--- config.mk ---
export PLATFORM = sky130hd
export DESIGN_NAME = vid_pixel_pipe
export DESIGN_NICKNAME = d
export VERILOG_FILES = /design/src/rtl/vid_pixel_pkg.sv /design/src/rtl/vid_pixel_fifo.sv /design/src/rtl/vid_pixel_pipe.sv
export SDC_FILE = /design/constraint.sdc
export NUM_CORES = 1
export LEC_CHECK = 0
export BUFFER_PORTS_ARGS = -buffer_cell sky130_fd_sc_hd__buf_2
export CAP_MARGIN = 20
export CORE_MARGIN = 3
export CORE_UTILIZATION = 63
export DETAILED_ROUTE_END_ITERATION = 12
export PLACE_DENSITY = 0.89
export RECOVER_POWER = 25
export SYNTH_ARGS = -nofsm -noshare
export SYNTH_HDL_FRONTEND = slang
export SYNTH_SLANG_ARGS = --single-unit
export TNS_END_PERCENT = 10
--- constraint.sdc ---
create_clock -name clk -period 6 [get_ports clk]
set_input_delay 0.9 -clock clk [delete_from_list [all_inputs] [get_ports clk]]
set_output_delay 0.9 -clock clk [all_outputs]
set_load 0.03 [all_outputs]
--- src/rtl/vid_pixel_pkg.sv ---
// Shared types and helpers for the pixel serializer: bits-per-pixel encoding,
// shifter state, bits-per-pixel to shift width mapping, identity palette.
package vid_pixel_pkg;

   typedef enum logic [1:0] {
      BPP_1    = 2'd0,
      BPP_2    = 2'd1,
      BPP_4    = 2'd2,
      BPP_RSVD = 2'd3
   } bpp_mode_e;

   typedef enum logic {
      ST_EMPTY = 1'b0,
      ST_SHIFT = 1'b1
   } shift_state_e;

   // Entry i holds i; the top module truncates or zero-extends to PAL_W.
   localparam logic [15:0][3:0] PAL_IDENTITY = 64'hFEDC_BA98_7654_3210;

   // Shift width in bits for a bits-per-pixel mode; reserved behaves as 4bpp.
   function automatic logic [2:0] bpp_to_bw(input logic [1:0] mode);
      case (bpp_mode_e'(mode))
         BPP_1:   return 3'd1;
         BPP_2:   return 3'd2;
         default: return 3'd4;
      endcase
   endfunction

   // Leftmost pixel of a word given its top four bits, zero-extended to 4 bits.
   function automatic logic [3:0] pix_sel(input logic [3:0] top4, input logic [2:0] bw);
      case (bw)
         3'd1:    return {3'b000, top4[3]};
         3'd2:    return {2'b00, top4[3:2]};
         default: return top4;
      endcase
   endfunction

endpackage

--- src/rtl/vid_pixel_fifo.sv ---
// Synchronous word FIFO with occupancy output. Pointers carry one extra wrap
// bit so full and empty are distinguishable without a separate counter.
module vid_pixel_fifo #(
   parameter int DATA_W = 8,
   parameter int DEPTH  = 4
) (
   input  logic                     clk,
   input  logic                     reset,
   input  logic                     push_i,
   input  logic [DATA_W-1:0]        data_i,
   output logic                     ready_o,
   input  logic                     pop_i,
   output logic [DATA_W-1:0]        data_o,
   output logic                     empty_o,
   output logic [$clog2(DEPTH):0]   level_o
);

   localparam int AW = $clog2(DEPTH);

   logic [DATA_W-1:0] mem_q [DEPTH];
   logic [AW:0]       wr_ptr_q;
   logic [AW:0]       rd_ptr_q;
   logic              full;
   logic              do_push;
   logic              do_pop;

   assign full    = (wr_ptr_q[AW] != rd_ptr_q[AW]) && (wr_ptr_q[AW-1:0] == rd_ptr_q[AW-1:0]);
   assign empty_o = (wr_ptr_q == rd_ptr_q);
   assign ready_o = !full;
   assign do_push = push_i && !full;
   assign do_pop  = pop_i && !empty_o;
   assign data_o  = mem_q[rd_ptr_q[AW-1:0]];
   assign level_o = wr_ptr_q - rd_ptr_q;

   // Pointer update; a push and pop in the same cycle both advance.
   // NOTE: sequential state uses <= so every register samples pre-edge values.
   always_ff @(posedge clk or posedge reset) begin
      if (reset) begin
         wr_ptr_q <= '0;
         rd_ptr_q <= '0;
      end else begin
         if (do_push) wr_ptr_q <= wr_ptr_q + (AW+1)'(1);
         if (do_pop)  rd_ptr_q <= rd_ptr_q + (AW+1)'(1);
      end
   end

   // Word storage write port.
   // NOTE: storage is not reset; the pointers alone define which words are valid.
   always_ff @(posedge clk) begin
      if (do_push) mem_q[wr_ptr_q[AW-1:0]] <= data_i;
   end

endmodule

--- src/rtl/vid_pixel_pipe.sv ---
// Pixel serializer: buffers fetched words, shifts pixels out MSB-first at
// 1/2/4 bpp on pix_ce, maps each index through a palette into a registered
// colour, and flags starvation with a one-cycle underflow pulse.
// Optional feature macro: VID_PIXEL_PIPE_PALETTE_EN (writable palette RAM);
// when undefined the pixel index drives the colour directly.
module vid_pixel_pipe
   import vid_pixel_pkg::*;
#(
   parameter int DATA_W     = 8,
   parameter int FIFO_DEPTH = 4,
   parameter int PAL_W      = 4
) (
   input  logic                          clk,
   input  logic                          reset,
   input  logic                          pix_ce,
   input  logic [1:0]                    bpp_mode,
   input  logic                          in_valid,
   output logic                          in_ready,
   input  logic [DATA_W-1:0]             in_data,
   input  logic                          display_enable,
   input  logic [PAL_W-1:0]              border_color,
   input  logic                          pal_we,
   input  logic [3:0]                    pal_addr,
   input  logic [PAL_W-1:0]              pal_data,
   output logic [PAL_W-1:0]              video_out,
   output logic                          underflow,
   output logic [$clog2(FIFO_DEPTH):0]   fifo_level
);

   localparam int CNT_W = $clog2(DATA_W);

   logic              fifo_pop;
   logic              fifo_empty;
   logic [DATA_W-1:0] fifo_rdata;

   logic [DATA_W-1:0] shreg_q, shreg_d;
   logic [CNT_W-1:0]  cnt_q, cnt_d;
   logic [2:0]        bw_q, bw_d;
   logic [PAL_W-1:0]  video_out_q, video_out_d;
   logic              underflow_q, underflow_d;

   shift_state_e      state;
   logic [2:0]        load_bw;
   logic [3:0]        pix_idx;
   logic [PAL_W-1:0]  pix_color;

   vid_pixel_fifo #(
      .DATA_W (DATA_W),
      .DEPTH  (FIFO_DEPTH)
   ) u_fifo (
      .clk     (clk),
      .reset   (reset),
      .push_i  (in_valid),
      .data_i  (in_data),
      .ready_o (in_ready),
      .pop_i   (fifo_pop),
      .data_o  (fifo_rdata),
      .empty_o (fifo_empty),
      .level_o (fifo_level)
   );

   // Remaining pixels after the first one of a freshly loaded word.
   function automatic logic [CNT_W-1:0] word_pixels_m1(input logic [2:0] bw);
      case (bw)
         3'd1:    return CNT_W'(DATA_W - 1);
         3'd2:    return CNT_W'(DATA_W/2 - 1);
         default: return CNT_W'(DATA_W/4 - 1);
      endcase
   endfunction

   assign state = (cnt_q == '0) ? ST_EMPTY : ST_SHIFT;

   // Candidate pixel index: head of the FIFO word when empty, else shifter MSBs.
   always_comb begin
      load_bw = bpp_to_bw(bpp_mode);
      if (state == ST_EMPTY) pix_idx = pix_sel(fifo_rdata[DATA_W-1 -: 4], load_bw);
      else                   pix_idx = pix_sel(shreg_q[DATA_W-1 -: 4], bw_q);
   end

`ifdef VID_PIXEL_PIPE_PALETTE_EN
   logic [PAL_W-1:0] pal_q [16];

   // Palette RAM, identity on reset; reads see the pre-write contents.
   always_ff @(posedge clk or posedge reset) begin
      if (reset) begin
         for (int i = 0; i < 16; i++) pal_q[i] <= PAL_W'(PAL_IDENTITY[i]);
      end else if (pal_we) begin
         pal_q[pal_addr] <= pal_data;
      end
   end

   assign pix_color = pal_q[pix_idx];
`else
   assign pix_color = PAL_W'(pix_idx);

   wire unused_pal = &{1'b0, pal_we, pal_addr, pal_data};
`endif

   // Shifter state register and registered colour output.
   always_ff @(posedge clk or posedge reset) begin
      if (reset) begin
         shreg_q     <= '0;
         cnt_q       <= '0;
         bw_q        <= 3'd1;
         video_out_q <= '0;
         underflow_q <= 1'b0;
      end else begin
         shreg_q     <= shreg_d;
         cnt_q       <= cnt_d;
         bw_q        <= bw_d;
         video_out_q <= video_out_d;
         underflow_q <= underflow_d;
      end
   end

   // Next-state: load, shift, starve or blank on each pixel enable.
   // NOTE: every output gets a default first so no path can infer a latch.
   always_comb begin
      shreg_d     = shreg_q;
      cnt_d       = cnt_q;
      bw_d        = bw_q;
      video_out_d = video_out_q;
      underflow_d = 1'b0;
      fifo_pop    = 1'b0;
      if (pix_ce) begin
         if (!display_enable) begin
            // Blanking drops any partial word so the next line starts aligned.
            video_out_d = border_color;
            cnt_d       = '0;
         end else begin
            case (state)
               ST_EMPTY: begin
                  if (!fifo_empty) begin
                     fifo_pop    = 1'b1;
                     bw_d        = load_bw;
                     shreg_d     = fifo_rdata << load_bw;
                     cnt_d       = word_pixels_m1(load_bw);
                     video_out_d = pix_color;
                  end else begin
                     video_out_d = border_color;
                     underflow_d = 1'b1;
                  end
               end
               ST_SHIFT: begin
                  shreg_d     = shreg_q << bw_q;
                  cnt_d       = cnt_q - CNT_W'(1);
                  video_out_d = pix_color;
               end
               default: ;
            endcase
         end
      end
   end

   assign video_out = video_out_q;
   assign underflow = underflow_q;

endmodule
==> results_dict.tcl, run 1 <==
set metrics [dict create \
    die_area_um2 6010 \
    drt-wirelength-per-cell_um 19.0 \
    place_inst 328 \
    tns_ns 0 \
    antenna_found_initial 0 \
    grt_max_degree 26 \
    synth-simple-area-share 0.0882 \
    maxCapViolCount 0 \
    worst_slew_margin_rel 0.0898 \
    synth_cells 250 \
    max_freq_mhz 328 \
    drt.antenna.violating_nets 0 \
    synth_adder_area_share 0.0412 \
    postCtsSetupBuffers 0 \
    worst_slew_pin_slew_ns 1.37 \
    num_antenna_cells 0 \
    drt_iter0_drc 157 \
    synth_top_area_frac 0.298 \
    drc 0 \
    clk_latency_ns 0.35 \
    dr_total_vias 2183 \
    start_util 0.669 \
    hold_viol 0 \
    required_ns 5.10 \
    synthTopCellsByArea "edfxtp_1 30%, dfrtp_1 19%, mux4_2 8.4%" \
    gp_congestion 0.821 \
    vdd_drop_max_uv 336 \
    start_kind "register" \
    syn_to_final_growth_pct 9.83 \
    root_buffer "clkbuf_8" \
    fin_worst_skew_ns 0.0107 \
    syn_area_um2 3220 \
    grt-ovfl-total 0 \
    via_per_inst 6.33 \
    ys_ff_latch 57 \
    fin_ws_ns 2.95 \
    clk_path_buf_depth 2 \
    finalMaxSlewViolations 0 \
    synthMuxAreaShare 0.187 \
    pre_cts_slack_ns 3.22 \
    core_region_area_um2 4820 \
    ios 37 \
    status "finished, final reports clean" \
    leakagePower_nw 1.38 \
    fin_cells 345 \
    grtUsageTotal 0.236 \
    timing.final.crit_share 0.508 \
    synth_cell_types 54 \
    end_kind "output port" \
    fin_crit_ns 3.05 \
    synth_nets 288 \
    synthArstFlopShare 0.439 \
    synth_area_leader_cell "edfxtp_1" \
    synth_top_family_by_area "multiplexers" \
    critical_path_arrival_ns 2.15 \
    setup_viol 0 \
    io_buffers 27 \
    synth_enable_flop_cells 32 \
    path_max_fanout 16 \
    synth_compound_area_frac 0.124 \
    avgSynthCellArea_um2 12.9 \
    firstDrtPassIters 5 \
    core.rowCount 25 \
    grt_pass1_vias 2108 \
    cts-resized-gates 0 \
    fp.dieW_um 77.5 \
    dp_hpwl_um 4660 \
    fp.dieH_um 77.5 \
    yosysSeqAreaShare 0.493 \
    grt_pass1_wl_um 10800 \
    layout-drive-gt1-share 0.219 \
    clkTransAtPathRegs_ns 0.07 \
    power.density_cell_area_nw_per_um2 550 \
    wirelength_um 6540 \
    ys.warnings.count 0 \
    critical_path_class "register to output port" \
    clock_sinks 57 \
    cts_hold_buf 0 \
    fill_cells 336 \
    htreeDepth 3 \
    hp-class "primary input to async pin" \
    cts_tree "done" \
    p_total_mw 1.95 \
    synth-xor-area-share 0.0217 \
    synthFlopType "edfxtp_1" \
    rsz0062_at_grt "false" \
    nets 311 \
    numCtsBuffers 9 \
]
==> worst max-delay path, cell delays in order, from the launching register on <==
cell     delay [ns]
dfrtp_1        0.87
ha_1           0.28
fa_1           0.41
inv_1          0.06
buf_2          0.18
==> sequential cells by signal, summed over array words and instances (netlist names) <==
register / flops
bw_q: 3
underflow: 1
video_out: 4
shreg_q: 8
u_fifo.mem_q: 32
cnt_q: 3
u_fifo.rd_ptr_q: 3
u_fifo.wr_ptr_q: 3
==> power breakdown <==
group / internal, mW / switching, mW
combinational: 0.389 / 0.478
clock: 0.202 / 0.150
sequential: 0.546 / 0.181
==> Yosys cell counts, types with 2 or more instances <==
master	count
buf_2	5
inv_1	14
mux2i_1	11
nand3b_1	5
dfrtp_1	24
a31oi_1	3
xor2_1	3
xnor2_1	5
mux2_2	8
nand2_1	12
nand2b_1	2
nor2b_1	7
nor2_1	10
a211oi_1	2
mux4_2	12
clkbuf_1	8
mux4_1	5
o31ai_1	2
nand3_1	4
o21ai_0	11
a221o_1	2
and3_1	2
edfxtp_1	32
a21o_1	4
and2_1	5
o211ai_1	4
o22ai_1	2
a21oi_1	8
nor4_1	2
ha_1	9
a22oi_1	2
a221oi_1	2
nor3_1	2
==> placed cells by master, fill, tap and decap left out, types with 6 or more instances in the layout <==
| cell type | synthesis | layout |
|---|---|---|
| a21oi_1 | 8 | 8 |
| inv_1 | 14 | 14 |
| mux2i_1 | 11 | 11 |
| o21ai_0 | 11 | 11 |
| dfrtp_1 | 24 | 24 |
| mux2_2 | 8 | 8 |
| nor2_1 | 10 | 10 |
| nand2_1 | 12 | 12 |
| clkbuf_1 | 8 | 6 |
| mux4_2 | 12 | 12 |
| nor2b_1 | 7 | 7 |
| edfxtp_1 | 32 | 32 |
| buf_2 | 5 | 25 |
| ha_1 | 9 | 9 |
| clkbuf_8 | 0 | 10 |
==> area by class of cell <==
type | instances | area, um2 | area share
Clock inverter | 3 | 41.3 | 0.0117
Tap cell | 67 | 83.8 | 0.0237
Clock buffer | 13 | 149 | 0.0421
Sequential cell | 57 | 1590 | 0.449
Inverter | 14 | 52.6 | 0.0149
Timing Repair Buffer | 28 | 136 | 0.0385
Multi-Input combinational cell | 163 | 1490 | 0.420
==> final timing paths <==
path / to / slack, ns / depth (start not counted) / start
setup / recovery: fifo_level[1] / 2.95 / 4 / u_fifo.rd_ptr_q[0]
hold / removal: cnt_q[0] / 0.38 / 2 / reset
setup reg to reg: cnt_q[0] / 3.25 / 6 / u_fifo.rd_ptr_q[1]
hold reg to reg: cnt_q[1] / 0.50 / 1 / cnt_q[1]
max in group asynchronous: shreg_q[2] / 4.15 / 3 / reset
min in group clk: cnt_q[1] / 0.50 / 1 / cnt_q[1]
==> stage by stage <==
step	area (um2)	hold WS, ns	utilization
2_1_floorplan	3220	0.466	-
3_3_place_gp	3350	0.474	0.695
3_5_place_dp	3350	0.485	0.695
4_1_cts	3540	0.500	0.734
5_1_grt	3540	0.393	0.735
6_report	3540	0.382	0.735
==> layer usage <==
layer | global-route usage | wire (um)
met5 | 0 | 0
met4 | 0.110 | 155
met3 | 0.0487 | 427
met2 | 0.373 | 3290
met1 | 0.316 | 2660
==> kinds of logic after synthesis <==
logic type      after synthesis
xor+xnor                      8
simple gates                 54
fa+ha+maj                    10
flops                        57
mux                          36
compound gates               55
buf+inv                      30
Power figures use the tool's default switching activity.
==> run 2, diff against run 1 <==
--- a/config.mk
+++ b/config.mk
@@ -5,12 +5,13 @@
 export SDC_FILE = /design/constraint.sdc
 export NUM_CORES = 1
 export LEC_CHECK = 0
+export ABC_AREA = 1
 export BUFFER_PORTS_ARGS = -buffer_cell sky130_fd_sc_hd__buf_2
 export CAP_MARGIN = 20
 export CORE_MARGIN = 3
-export CORE_UTILIZATION = 63
+export CORE_UTILIZATION = 53
 export DETAILED_ROUTE_END_ITERATION = 12
-export PLACE_DENSITY = 0.89
+export PLACE_DENSITY = 0.8
 export RECOVER_POWER = 25
 export SYNTH_ARGS = -nofsm -noshare
 export SYNTH_HDL_FRONTEND = slang
==> constraint.sdc (replaced) <==
create_clock -name clk -period 2.8 [get_ports clk]
set_input_delay 0.42 -clock clk [delete_from_list [all_inputs] [get_ports clk]]
set_output_delay 0.42 -clock clk [all_outputs]
set_load 0.03 [all_outputs]
==> results_dict.tcl, run 2 <==
set metrics [dict create \
    fp.dieH_um 83.2 \
    hp-class "primary input to async pin" \
    clkTransAtPathRegs_ns 0.06 \
    drt.antenna.violating_nets 0 \
    path_cells "inv_1 > ha_1 > fa_1 > xnor2_1 > buf_2" \
    gp_congestion 0.890 \
    leakagePower_nw 1.59 \
    grt_pass1_vias 2421 \
    synth_cells 355 \
    wirelength_um 6150 \
    worst_slew_pin_slew_ns 0.524 \
    required_ns 2.38 \
    critical_path_class "register to output port" \
    cpMaxStageDelayCell "fa_1" \
    die_area_um2 6930 \
    drt-wirelength-per-cell_um 13.2 \
    io_buffers 27 \
    hold_viol 0 \
    clk_path_buf_depth 2 \
    final_common_cell "nand2_1" \
    max_freq_mhz 458 \
    setup_viol 0 \
    cts_hold_buf 0 \
    end_kind "output port" \
    critical_path_arrival_ns 1.76 \
    synthArstFlopShare 0.439 \
    crit_family "adder cells" \
    path_max_fanout 4 \
    synthTopCellsByCount "113 x nand2_1, 33 x inv_1, 32 x edfxtp_1, 26 x nand3_1, 24 x dfrtp_1" \
    synth_area_leader_cell "edfxtp_1" \
    whs_ns 0.115 \
    synthFlopType "edfxtp_1" \
    synth_enable_flop_cells 32 \
    ys_ff_latch 57 \
    crit_buf_inv 2 \
    dr_total_vias 2425 \
    drc 0 \
    synth_top_area_frac 0.304 \
    postCtsSetupBuffers 0 \
    rsz0062_at_grt "false" \
    yosysMostFrequentCell "nand2_1" \
    crit_cells 5 \
    synth_nets 393 \
    ios 37 \
    avgSynthCellArea_um2 8.90 \
    mostFrequentLayoutCells "113 x nand2_1, 33 x inv_1, 32 x edfxtp_1, 26 x nand3_1, 24 x dfrtp_1" \
    ys.warnings.count 0 \
    core.rowCount 27 \
    antenna_found_initial 0 \
    drt_iter0_drc 137 \
    syn_to_final_growth_pct 10.8 \
    synthTopCellsByArea "edfxtp_1 30%, dfrtp_1 19%, nand2_1 13%" \
    grt-ovfl-total 0 \
    cts_tree "done" \
    largest_register_ffs 32 \
    synth_cell_types 41 \
    root_buffer "clkbuf_8" \
    htreeDepth 3 \
    start_kind "register" \
    fin_worst_skew_ns 0.00530 \
    syn_area_um2 3160 \
    power.density_cell_area_nw_per_um2 1160 \
    yosysSeqAreaShare 0.502 \
    firstDrtPassIters 4 \
    cpPeakStageDelay_ns 0.38 \
    status "finished, final reports clean" \
    layout-drive-gt1-share 0.167 \
    vdd_drop_max_uv 595 \
    dp_hpwl_um 4500 \
    num_antenna_cells 0 \
    fp.dieW_um 83.2 \
    maxCapViolCount 0 \
    fin_crit_ns 2.18 \
    tns_ns 0 \
    cts-resized-gates 0 \
    grt_pass1_wl_um 11000 \
    clock_sinks 57 \
    grtUsageTotal 0.199 \
    core_region_area_um2 5640 \
    worst_slew_margin_rel 0.651 \
    finalMaxSlewViolations 0 \
    clk_latency_ns 0.33 \
    numCtsBuffers 9 \
    grt_max_degree 26 \
    ff2ff_path_depth 8 \
    start_util 0.560 \
    timing.final.crit_share 0.779 \
    nets 428 \
    via_per_inst 5.19 \
]
-- run 2: changes by cell type after synthesis, sizes merged, moves of 5 or more --
cell	delta
nor2	+13
clkbuf	-8
nand4	+5
nand2	+104
nand3b	-5
o21ai	+19
nand3	+26
mux4	-17
mux2i	-11
mux2	-8
nor2b	-7
inv	+27
-- run 2: logic make-up (layout without fill, tap and decap cells) --
| kind of cell | count (synthesis) | count (layout) | synth area share |
|---|---|---|---|
| xor+xnor | 5 | 5 | 0.0139 |
| simple gates | 177 | 177 | 0.258 |
| flops | 57 | 57 | 0.502 |
| fa+ha+maj | 10 | 10 | 0.0420 |
| compound gates | 55 | 55 | 0.106 |
| buf+inv | 51 | 91 | 0.0784 |
-- run 2: layout make-up --
type | count | area [um2]
flip-flops and latches | 57 | 1590
fillers | 466 | 2140
inverters | 41 | 164
clock buffers | 14 | 143
clock inverters | 2 | 8.76
multi-input cells | 247 | 1330
well taps | 72 | 90.1
repair buffers | 34 | 185
-- run 2: metrics by stage --
step / total power [mW] / std cells / util / setup WS (ns) / cell area (um2)
after floorplan: 3.04 / 355 / - / 0.387 / 3160
after global placement: 3.41 / 450 / 0.593 / 0.836 / 3350
after detailed placement: 3.47 / 450 / 0.593 / 0.744 / 3350
after CTS: 4.10 / 466 / 0.620 / 0.595 / 3500
after global routing: 4.48 / 467 / 0.621 / 0.500 / 3500
final: 4.07 / 467 / 0.621 / 0.618 / 3500
-- run 2: worst paths after layout --
| path | from | to | slack (ns) |
|---|---|---|---|
| max in group asynchronous | reset | bw_q[0] | 2.13 |
| max | u_fifo.wr_ptr_q[0] | fifo_level[2] | 0.62 |
| max reg2reg | u_fifo.wr_ptr_q[0] | u_fifo.mem_q[3][0] | 0.76 |
| min reg2reg | video_out[1] | video_out[1] | 0.48 |
| min | reset | underflow | 0.11 |
| min in group clk | in_data[5] | u_fifo.mem_q[0][5] | 0.35 |
-- run 2: worst reg2reg max path, stage by stage, from the launching register on --
cell and delay [ns]:
dfrtp_1 0.40, inv_1 0.15, ha_1 0.27, nand2_1 0.09, inv_1 0.11, nand3_1 0.11, nand2_1 0.17, nor2_1 0.21
buf_4 0.22
-- run 2: power by group --
group          internal (mW)  leakage (nW)  switching [mW]
logic                  0.709         0.922            1.41
registers               1.17         0.593           0.167
clock network          0.318        0.0761           0.298
total                   2.19          1.59            1.88
-- run 2: routing by layer --
metal	up-vias	global-route usage	share of wire
met5	-	0	0
met4	0	0.0609	0.0090
met3	7	0.0635	0.067
met2	70	0.319	0.50
met1	1107	0.257	0.43
li1	1241	-	-
